**src/rtl/mem_refill_ctl_if.sv**
```systemverilog
// Memory-bus bundle between the refill controller and the memory side.
// The controller issues one word-sized beat per request. Read data comes
// back on its own valid strobe some time after the request is accepted.
interface mem_refill_ctl_if #(
  parameter int ADDR_W = 32
) ();
  logic              o_mem_req_valid;
  logic              i_mem_req_ready;
  logic              o_mem_we;
  logic [ADDR_W-1:0] o_mem_addr;
  logic [31:0]       o_mem_wdata;
  logic              i_mem_rdata_valid;
  logic [31:0]       i_mem_rdata;

  modport master (
    output o_mem_req_valid,
    output o_mem_we,
    output o_mem_addr,
    output o_mem_wdata,
    input  i_mem_req_ready,
    input  i_mem_rdata_valid,
    input  i_mem_rdata
  );

  modport slave (
    input  o_mem_req_valid,
    input  o_mem_we,
    input  o_mem_addr,
    input  o_mem_wdata,
    output i_mem_req_ready,
    output i_mem_rdata_valid,
    output i_mem_rdata
  );
endinterface

```
**src/rtl/mem_refill_ctl.sv**
```systemverilog
// Data-cache refill controller. On a miss it optionally writes back the
// dirty victim line, one beat at a time. It then reads the missing line
// one beat at a time and presents the whole line with a one-cycle
// response pulse.
module mem_refill_ctl #(
  parameter int ADDR_W     = 32,
  parameter int LINE_WORDS = 4
) (
  input  logic                    clk,
  input  logic                    rst,
  input  logic                    i_miss_req,
  input  logic [ADDR_W-1:0]       i_miss_addr,
  input  logic                    i_wb_dirty,
  input  logic [ADDR_W-1:0]       i_wb_addr,
  input  logic [32*LINE_WORDS-1:0] i_wb_line,
  output logic                    o_busy,
  output logic [32*LINE_WORDS-1:0] o_memory_line,
  output logic                    o_memory_response,
  mem_refill_ctl_if.master        mem
);
  localparam int CNT_W  = $clog2(LINE_WORDS);
  localparam int LINE_W = 32 * LINE_WORDS;
  localparam logic [ADDR_W-1:0] OFFSET_MASK = ADDR_W'(LINE_WORDS * 4 - 1);
  localparam logic [CNT_W-1:0]  LAST_BEAT   = CNT_W'(LINE_WORDS - 1);

  typedef enum logic [2:0] {
    IDLE,
    WB_REQ,
    RD_REQ,
    RD_WAIT,
    RESP
  } state_t;

  state_t            state, state_next;
  logic [CNT_W-1:0]  beat, beat_next;
  logic [ADDR_W-1:0] miss_base;
  logic [ADDR_W-1:0] wb_base;
  logic [LINE_W-1:0] wb_line;
  logic              capture;
  logic              store_word;
  logic [ADDR_W-1:0] beat_offset;

  // The byte offset of beat k within the line is 4k. Both line bases are
  // aligned, so adding this offset never carries into the tag bits.
  assign beat_offset = ADDR_W'({beat, 2'b00});

  // State register and beat counter
  always_ff @(posedge clk or negedge rst) begin
    if (!rst) begin
      state <= IDLE;
      beat  <= '0;
    end else begin
      state <= state_next;
      beat  <= beat_next;
    end
  end

  // Snapshot the request once in IDLE, so that later input changes cannot disturb the transaction
  always_ff @(posedge clk or negedge rst) begin
    if (!rst) begin
      miss_base <= '0;
      wb_base   <= '0;
      wb_line   <= '0;
    end else if (capture) begin
      miss_base <= i_miss_addr & ~OFFSET_MASK;
      wb_base   <= i_wb_addr & ~OFFSET_MASK;
      wb_line   <= i_wb_line;
    end
  end

  // Refill line assembly; a word is only overwritten when its read data arrives
  always_ff @(posedge clk or negedge rst) begin
    if (!rst) begin
      o_memory_line <= '0;
    end else if (store_word) begin
      o_memory_line[{beat, 5'b00000} +: 32] <= mem.i_mem_rdata;
    end
  end

  // Next-state and bus outputs; the outputs depend only on the registered state, so they stay stable during a stall
  always_comb begin
    state_next            = state;
    beat_next             = beat;
    capture               = 1'b0;
    store_word            = 1'b0;
    o_busy                = 1'b1;
    o_memory_response     = 1'b0;
    mem.o_mem_req_valid   = 1'b0;
    mem.o_mem_we          = 1'b0;
    mem.o_mem_addr        = '0;
    mem.o_mem_wdata       = '0;
    case (state)
      IDLE: begin
        o_busy = 1'b0;
        if (i_miss_req) begin
          capture    = 1'b1;
          beat_next  = '0;
          state_next = i_wb_dirty ? WB_REQ : RD_REQ;
        end
      end
      WB_REQ: begin
        mem.o_mem_req_valid = 1'b1;
        mem.o_mem_we        = 1'b1;
        mem.o_mem_addr      = wb_base + beat_offset;
        mem.o_mem_wdata     = wb_line[{beat, 5'b00000} +: 32];
        if (mem.i_mem_req_ready) begin
          beat_next = beat + CNT_W'(1);
          if (beat == LAST_BEAT) begin
            state_next = RD_REQ;
          end
        end
      end
      RD_REQ: begin
        mem.o_mem_req_valid = 1'b1;
        mem.o_mem_addr      = miss_base + beat_offset;
        if (mem.i_mem_req_ready) begin
          state_next = RD_WAIT;
        end
      end
      RD_WAIT: begin
        if (mem.i_mem_rdata_valid) begin
          store_word = 1'b1;
          beat_next  = beat + CNT_W'(1);
          state_next = (beat == LAST_BEAT) ? RESP : RD_REQ;
        end
      end
      RESP: begin
        o_memory_response = 1'b1;
        state_next        = IDLE;
      end
      default: begin
        state_next = IDLE;
      end
    endcase
  end
endmodule

```
**src/flat_wrapper.sv**
```systemverilog
// flat-port wrapper written by rule: the top's interface ports become plain ports
module mem_refill_ctl_flat 
#(
  parameter int ADDR_W     = 32,
  parameter int LINE_WORDS = 4
)
  (clk, rst, i_miss_req, i_miss_addr, i_wb_dirty, i_wb_addr, i_wb_line, o_busy, o_memory_line, o_memory_response, mem_o_mem_req_valid, mem_o_mem_we, mem_o_mem_addr, mem_o_mem_wdata, mem_i_mem_req_ready, mem_i_mem_rdata_valid, mem_i_mem_rdata);
  mem_refill_ctl_if #(.ADDR_W(ADDR_W)) mem_i ();
  input  logic clk;
  input  logic rst;
  input  logic i_miss_req;
  input  logic [ADDR_W-1:0] i_miss_addr;
  input  logic i_wb_dirty;
  input  logic [ADDR_W-1:0] i_wb_addr;
  input  logic [32*LINE_WORDS-1:0] i_wb_line;
  output logic o_busy;
  output logic [32*LINE_WORDS-1:0] o_memory_line;
  output logic o_memory_response;
  output wire logic [$bits(mem_i.o_mem_req_valid)-1:0] mem_o_mem_req_valid;
  output wire logic [$bits(mem_i.o_mem_we)-1:0] mem_o_mem_we;
  output wire logic [$bits(mem_i.o_mem_addr)-1:0] mem_o_mem_addr;
  output wire logic [$bits(mem_i.o_mem_wdata)-1:0] mem_o_mem_wdata;
  input wire logic [$bits(mem_i.i_mem_req_ready)-1:0] mem_i_mem_req_ready;
  input wire logic [$bits(mem_i.i_mem_rdata_valid)-1:0] mem_i_mem_rdata_valid;
  input wire logic [$bits(mem_i.i_mem_rdata)-1:0] mem_i_mem_rdata;
  assign mem_o_mem_req_valid = mem_i.o_mem_req_valid;
  assign mem_o_mem_we = mem_i.o_mem_we;
  assign mem_o_mem_addr = mem_i.o_mem_addr;
  assign mem_o_mem_wdata = mem_i.o_mem_wdata;
  assign mem_i.i_mem_req_ready = mem_i_mem_req_ready;
  assign mem_i.i_mem_rdata_valid = mem_i_mem_rdata_valid;
  assign mem_i.i_mem_rdata = mem_i_mem_rdata;
  mem_refill_ctl #(.ADDR_W(ADDR_W), .LINE_WORDS(LINE_WORDS)) u_core (.clk(clk), .rst(rst), .i_miss_req(i_miss_req), .i_miss_addr(i_miss_addr), .i_wb_dirty(i_wb_dirty), .i_wb_addr(i_wb_addr), .i_wb_line(i_wb_line), .o_busy(o_busy), .o_memory_line(o_memory_line), .o_memory_response(o_memory_response), .mem(mem_i));
endmodule
```
**config.mk**
```make
export PLATFORM = sky130hd
export DESIGN_NAME = mem_refill_ctl_flat
export DESIGN_NICKNAME = d
export VERILOG_FILES = /design/src/rtl/mem_refill_ctl_if.sv /design/src/rtl/mem_refill_ctl.sv /design/src/flat_wrapper.sv
export SDC_FILE = /design/constraint.sdc
export NUM_CORES = 1
export LEC_CHECK = 0
export ABC_AREA = 1
export CORE_MARGIN = 3
export CORE_UTILIZATION = 40
export CTS_CLUSTER_DIAMETER = 30
export DETAILED_ROUTE_END_ITERATION = 16
export MAX_ROUTING_LAYER = met4
export PLACE_DENSITY = 0.74
export RECOVER_POWER = 25
export REMOVE_ABC_BUFFERS = 1
export SLEW_MARGIN = 40
export SYNTH_ARGS = -nofsm -noshare
export SYNTH_HDL_FRONTEND = slang
export SYNTH_SLANG_ARGS = --single-unit
```
**constraint.sdc**
```tcl
create_clock -name clk -period 2.7 [get_ports clk]
set_clock_uncertainty 0.2 [all_clocks]
set_input_delay 0.54 -clock clk [delete_from_list [all_inputs] [get_ports clk]]
set_output_delay 0.54 -clock clk [all_outputs]
set_load 0.005 [all_outputs]
```
==> metrics.md <==
| Metric | Value |
|---|---|
| Run status | `finished, violations left` |
| Failing checks | `capacitance limit, slew limit, setup timing` |
| Number of vias after detailed routing | `roughly 14k` |
| Launch point of the worst reg-to-reg path | `u_core.beat[0]` |
| Hold Slack | `0.277 ns` |
| Peak supply drop | `0.722 mV` |
| Pin count of the biggest net entering global routing | `85` |
| Post-Syn Instances | `roughly 1.7k` |
| Number of antenna violations at the first check in global routing | `3` |
| Critical register-to-register path endpoint | `u_core.o_memory_line[123]` |
| Slew at the pin closest to its max-slew limit | `around 1.6 ns` |
| Timing endpoint of the critical path | `mem_o_mem_wdata[2]` |
| Critical path required time | `a little under 2 ns` |
| Filler cell count | `2758` |
| Core region area | `between 30000 and 40000 um2` |
| Antenna viol nets, final | `0` |
| Fraction of final layout cells with drive strength greater than 1 | `14.2%` |
| Post-route DRC | `0` |
| Pre-antenna DRT Iters | `6` |
| Total Routed Length | `about 53000 um` |
| Leakage | `~11 nW` |
| Number of input and output port buffers inserted | `a little over 400` |
| Crit-path max FO | `10` |
| Clock tree root buffer cell | `clkbuf_16` |
| Final WS setup | `-0.0261 ns` |
| Net count, final | `about 2.4k` |
| Post-synthesis register bit count | `between 300 and 400` |
| Number of endpoints with negative hold slack in the final report | `0` |
| Via count of the first global-routing pass | `between 10k and 15k` |
| Clock Sinks | `roughly 320` |
| Post-route fraction of the period consumed by the critical path | `101%` |
| Global-route wire length before repair | `roughly 82000 um` |
| Syn. warnings | `0` |
| Synth Area per Inst | `~8.4 um2` |
| Die Ht | `~200 um` |
| R2r setup slk | `around 0.12 ns` |
| Remaining max-slew budget at the tightest pin | `-4.94%` |
| Number of slew-limit violations in the final report | `58` |
| Final critical-path required period | `2.73 ns` |
| Aggregate negative setup slack | `-0.0422 ns` |
| Critical Path Source Type | `register` |
| Per-cell routed wire length | `20.1 um` |
| Clock tree from TritonCTS | `done` |
| Unrepaired setup endpoints after global routing | `yes` |
| Max Freq | `367 MHz` |
| Number of distinct library cells after synthesis | `28` |
| Signed area change from the synthesized netlist to the final layout | `53.8%` |
| Type of the worst setup path | `register to output pin` |
| CP Data Arrival Time | `1.99 ns` |
| Clock latency reported for the late side of the worst-skew pair | `about 0.57 ns` |
| Post-route non-filler standard cell count | `around 2.7k` |
| Path type of the worst min-delay path | `register to register` |
| MaxCap Viol Count | `1` |
| Number of placed instances with taps included | `~2.5k` |
| Setup-failing EPs final | `2` |
| Global route overflow | `0` |
| Die footprint | `around 38000 um2` |
| Clk buf depth | `3` |
| Starting DRT DRC Count | `between 1k and 1.5k` |
| Max H-tree Level | `3` |
| Power density over the cells | `1170 nW/um2` |
| Total Routing Usage GR | `~28%` |
| Crit path from | `u_core.beat[0]` |
| Die span in x | `a little under 200 um` |
| Number of buffers added by the clock tree synthesis step | `just over 70` |
| Post-synth design cell area | `14400 um2` |
| Initial Utilization | `between 40 and 50%` |
| Detail Placement HPWL | `about 33000 um` |
| Std-Cell Rows | `68` |
| Sort of element at the end of the critical path | `output pin` |
| Sequential share of the synthesized area | `between 50% and 60%` |
| Via/cell ratio | `~5.4` |
| Clock transition at the register clock pins on the worst setup and hold paths after CTS | `0.04 ns` |
| Placer congestion estimate | `0.843` |
| Cells on worst reg2reg path | `9` |
| I/O Pins | `approximately 430` |
-- flip-flops by register name (all words and copies together) (netlist names) --
register,count
u_core.wb_base,28
u_core.o_memory_line,128
u_core.beat,2
u_core.wb_line,128
u_core.state,3
u_core.miss_base,28
-- cells in the mapped netlist --
cell | instances | area (um2)
o21bai_1 | 2 | 15.0
clkbuf_1 | 53 | 199
nand2_1 | 451 | 1690
nor3_2 | 1 | 10.0
buf_6 | 17 | 191
ha_1 | 6 | 75.1
o21ai_1 | 77 | 385
dfrtp_1 | 317 | 7930
nor2_1 | 18 | 67.6
nand4_1 | 1 | 6.26
o21ai_0 | 265 | 1330
buf_1 | 7 | 26.3
inv_2 | 2 | 7.51
nand2_2 | 2 | 12.5
conb_1 | 1 | 3.75
nor2_4 | 6 | 67.6
nand3_1 | 132 | 661
o22ai_1 | 28 | 175
o21ai_2 | 3 | 26.3
nand2_4 | 1 | 11.3
nor2_8 | 1 | 20.0
buf_4 | 19 | 143
clkinv_1 | 1 | 3.75
inv_1 | 165 | 619
buf_2 | 32 | 160
nor4_2 | 1 | 12.5
a21oi_1 | 99 | 495
nor3_1 | 3 | 15.0
-- metrics by stage --
step                power [mW]  cell area (um2)  setup slack, ns  utilization (%)
CTS                       25.5            21900          -0.0741             62.7
floorplan                 11.1            13600            -2.54                -
global route              27.3            22100          -0.0872             63.2
finish                    25.9            22100          -0.0261             63.2
global placement          15.3            19000            0.134             54.3
detailed placement        15.6            19000            0.111             54.3
-- logic make-up (layout without fill, tap and decap cells) --
| family | Yosys count | count (layout) | synth area share, % |
|---|---|---|---|
| AOI/OAI and AO/OA | 474 | 474 | 16.9 |
| other | 1 | 5 | 0.0261 |
| and+or+nand+nor | 617 | 617 | 17.9 |
| adders and majority gates | 6 | 6 | 0.523 |
| DFF | 317 | 317 | 55.2 |
| buffers and inverters | 296 | 783 | 9.40 |
-- worst max-delay path: stages (launching register included) --
cell and delay, ns:
dfrtp_4 0.50, buf_12 0.15, inv_16 0.09, buf_12 0.14, o21ai_0 0.14, a21oi_2 0.22
buf_2 0.15
-- area by class of cell --
cell class                      instances  area [um2]  share of cell area [%]
Tap cell                              455         569                    2.58
Inverter                              168         647                    2.93
Clock buffer                           91        2010                    9.12
Timing Repair Buffer                  482        4890                    22.1
Clock inverter                         42         648                    2.93
Sequential cell                       317        7940                    35.9
Multi-Input combinational cell       1099        5370                    24.3
Antenna cell                            3        7.51                  0.0340
-- routing by layer --
metal	GRT usage, %	up-vias	wire length [um]
met1	34.2	6846	20000
li1	-	6454	-
met2	45.2	938	26000
met3	6.26	129	5640
met5	-	-	0
met4	11.6	0	1880
-- power breakdown --
group | switching (mW) | internal, mW | total, mW | leakage, nW
logic | 5.51 | 3.76 | 9.28 | 5.28
registers | 0.770 | 6.50 | 7.27 | 4.09
clock network | 2.92 | 6.47 | 9.39 | 1.28
-- repair_timing --
| item | CTS | global route |
|---|---|---|
| gates resized for setup | 253 | 61 |
| setup buffers | 16 | 1 |
| endpoints found under the setup margin | 64 | 52 |
| hold endpoints to repair | 48 | 0 |
| gates cloned | 5 | 4 |
| pin swaps | 28 | 30 |
| hold buffers | 1 | 0 |
-- placed cells by master (no fill, tap or decap), types with 7 or more instances in the layout --
cell / Yosys / layout
a21oi_1: 99 / 67
a21oi_2: 0 / 28
buf_12: 0 / 23
buf_2: 32 / 38
buf_4: 19 / 28
bufinv_16: 0 / 12
clkbuf_16: 0 / 75
clkbuf_8: 0 / 14
clkdlybuf4s50_1: 0 / 348
clkinv_2: 0 / 10
clkinvlp_4: 0 / 8
dfrtp_1: 317 / 314
dlygate4sd2_1: 0 / 16
inv_1: 165 / 163
nand2_1: 451 / 449
nand3_1: 132 / 132
nor2_1: 18 / 15
nor2_4: 6 / 8
o21ai_0: 265 / 226
o21ai_1: 77 / 112
o21ai_2: 3 / 7
o22ai_1: 28 / 16
o22ai_2: 0 / 12
-- how the worst min path moves through the flow --
| stage | slack (ns) | cells after the start | startpoint | endpoint |
|---|---|---|---|---|
| finish | 0.28 | 2 | u_core.o_memory_line[21] | u_core.o_memory_line[21] |
| detailed placement | 0.27 | 2 | u_core.o_memory_line[21] | u_core.o_memory_line[21] |
| floorplan | 0.04 | 0 | rst | u_core.beat[0] |
| CTS | 0.28 | 2 | u_core.o_memory_line[21] | u_core.o_memory_line[21] |
| global placement | 0.26 | 2 | u_core.o_memory_line[4] | u_core.o_memory_line[4] |
| global route | 0.30 | 2 | u_core.o_memory_line[4] | u_core.o_memory_line[4] |
Note: power is estimated with default switching activity, not from simulation.
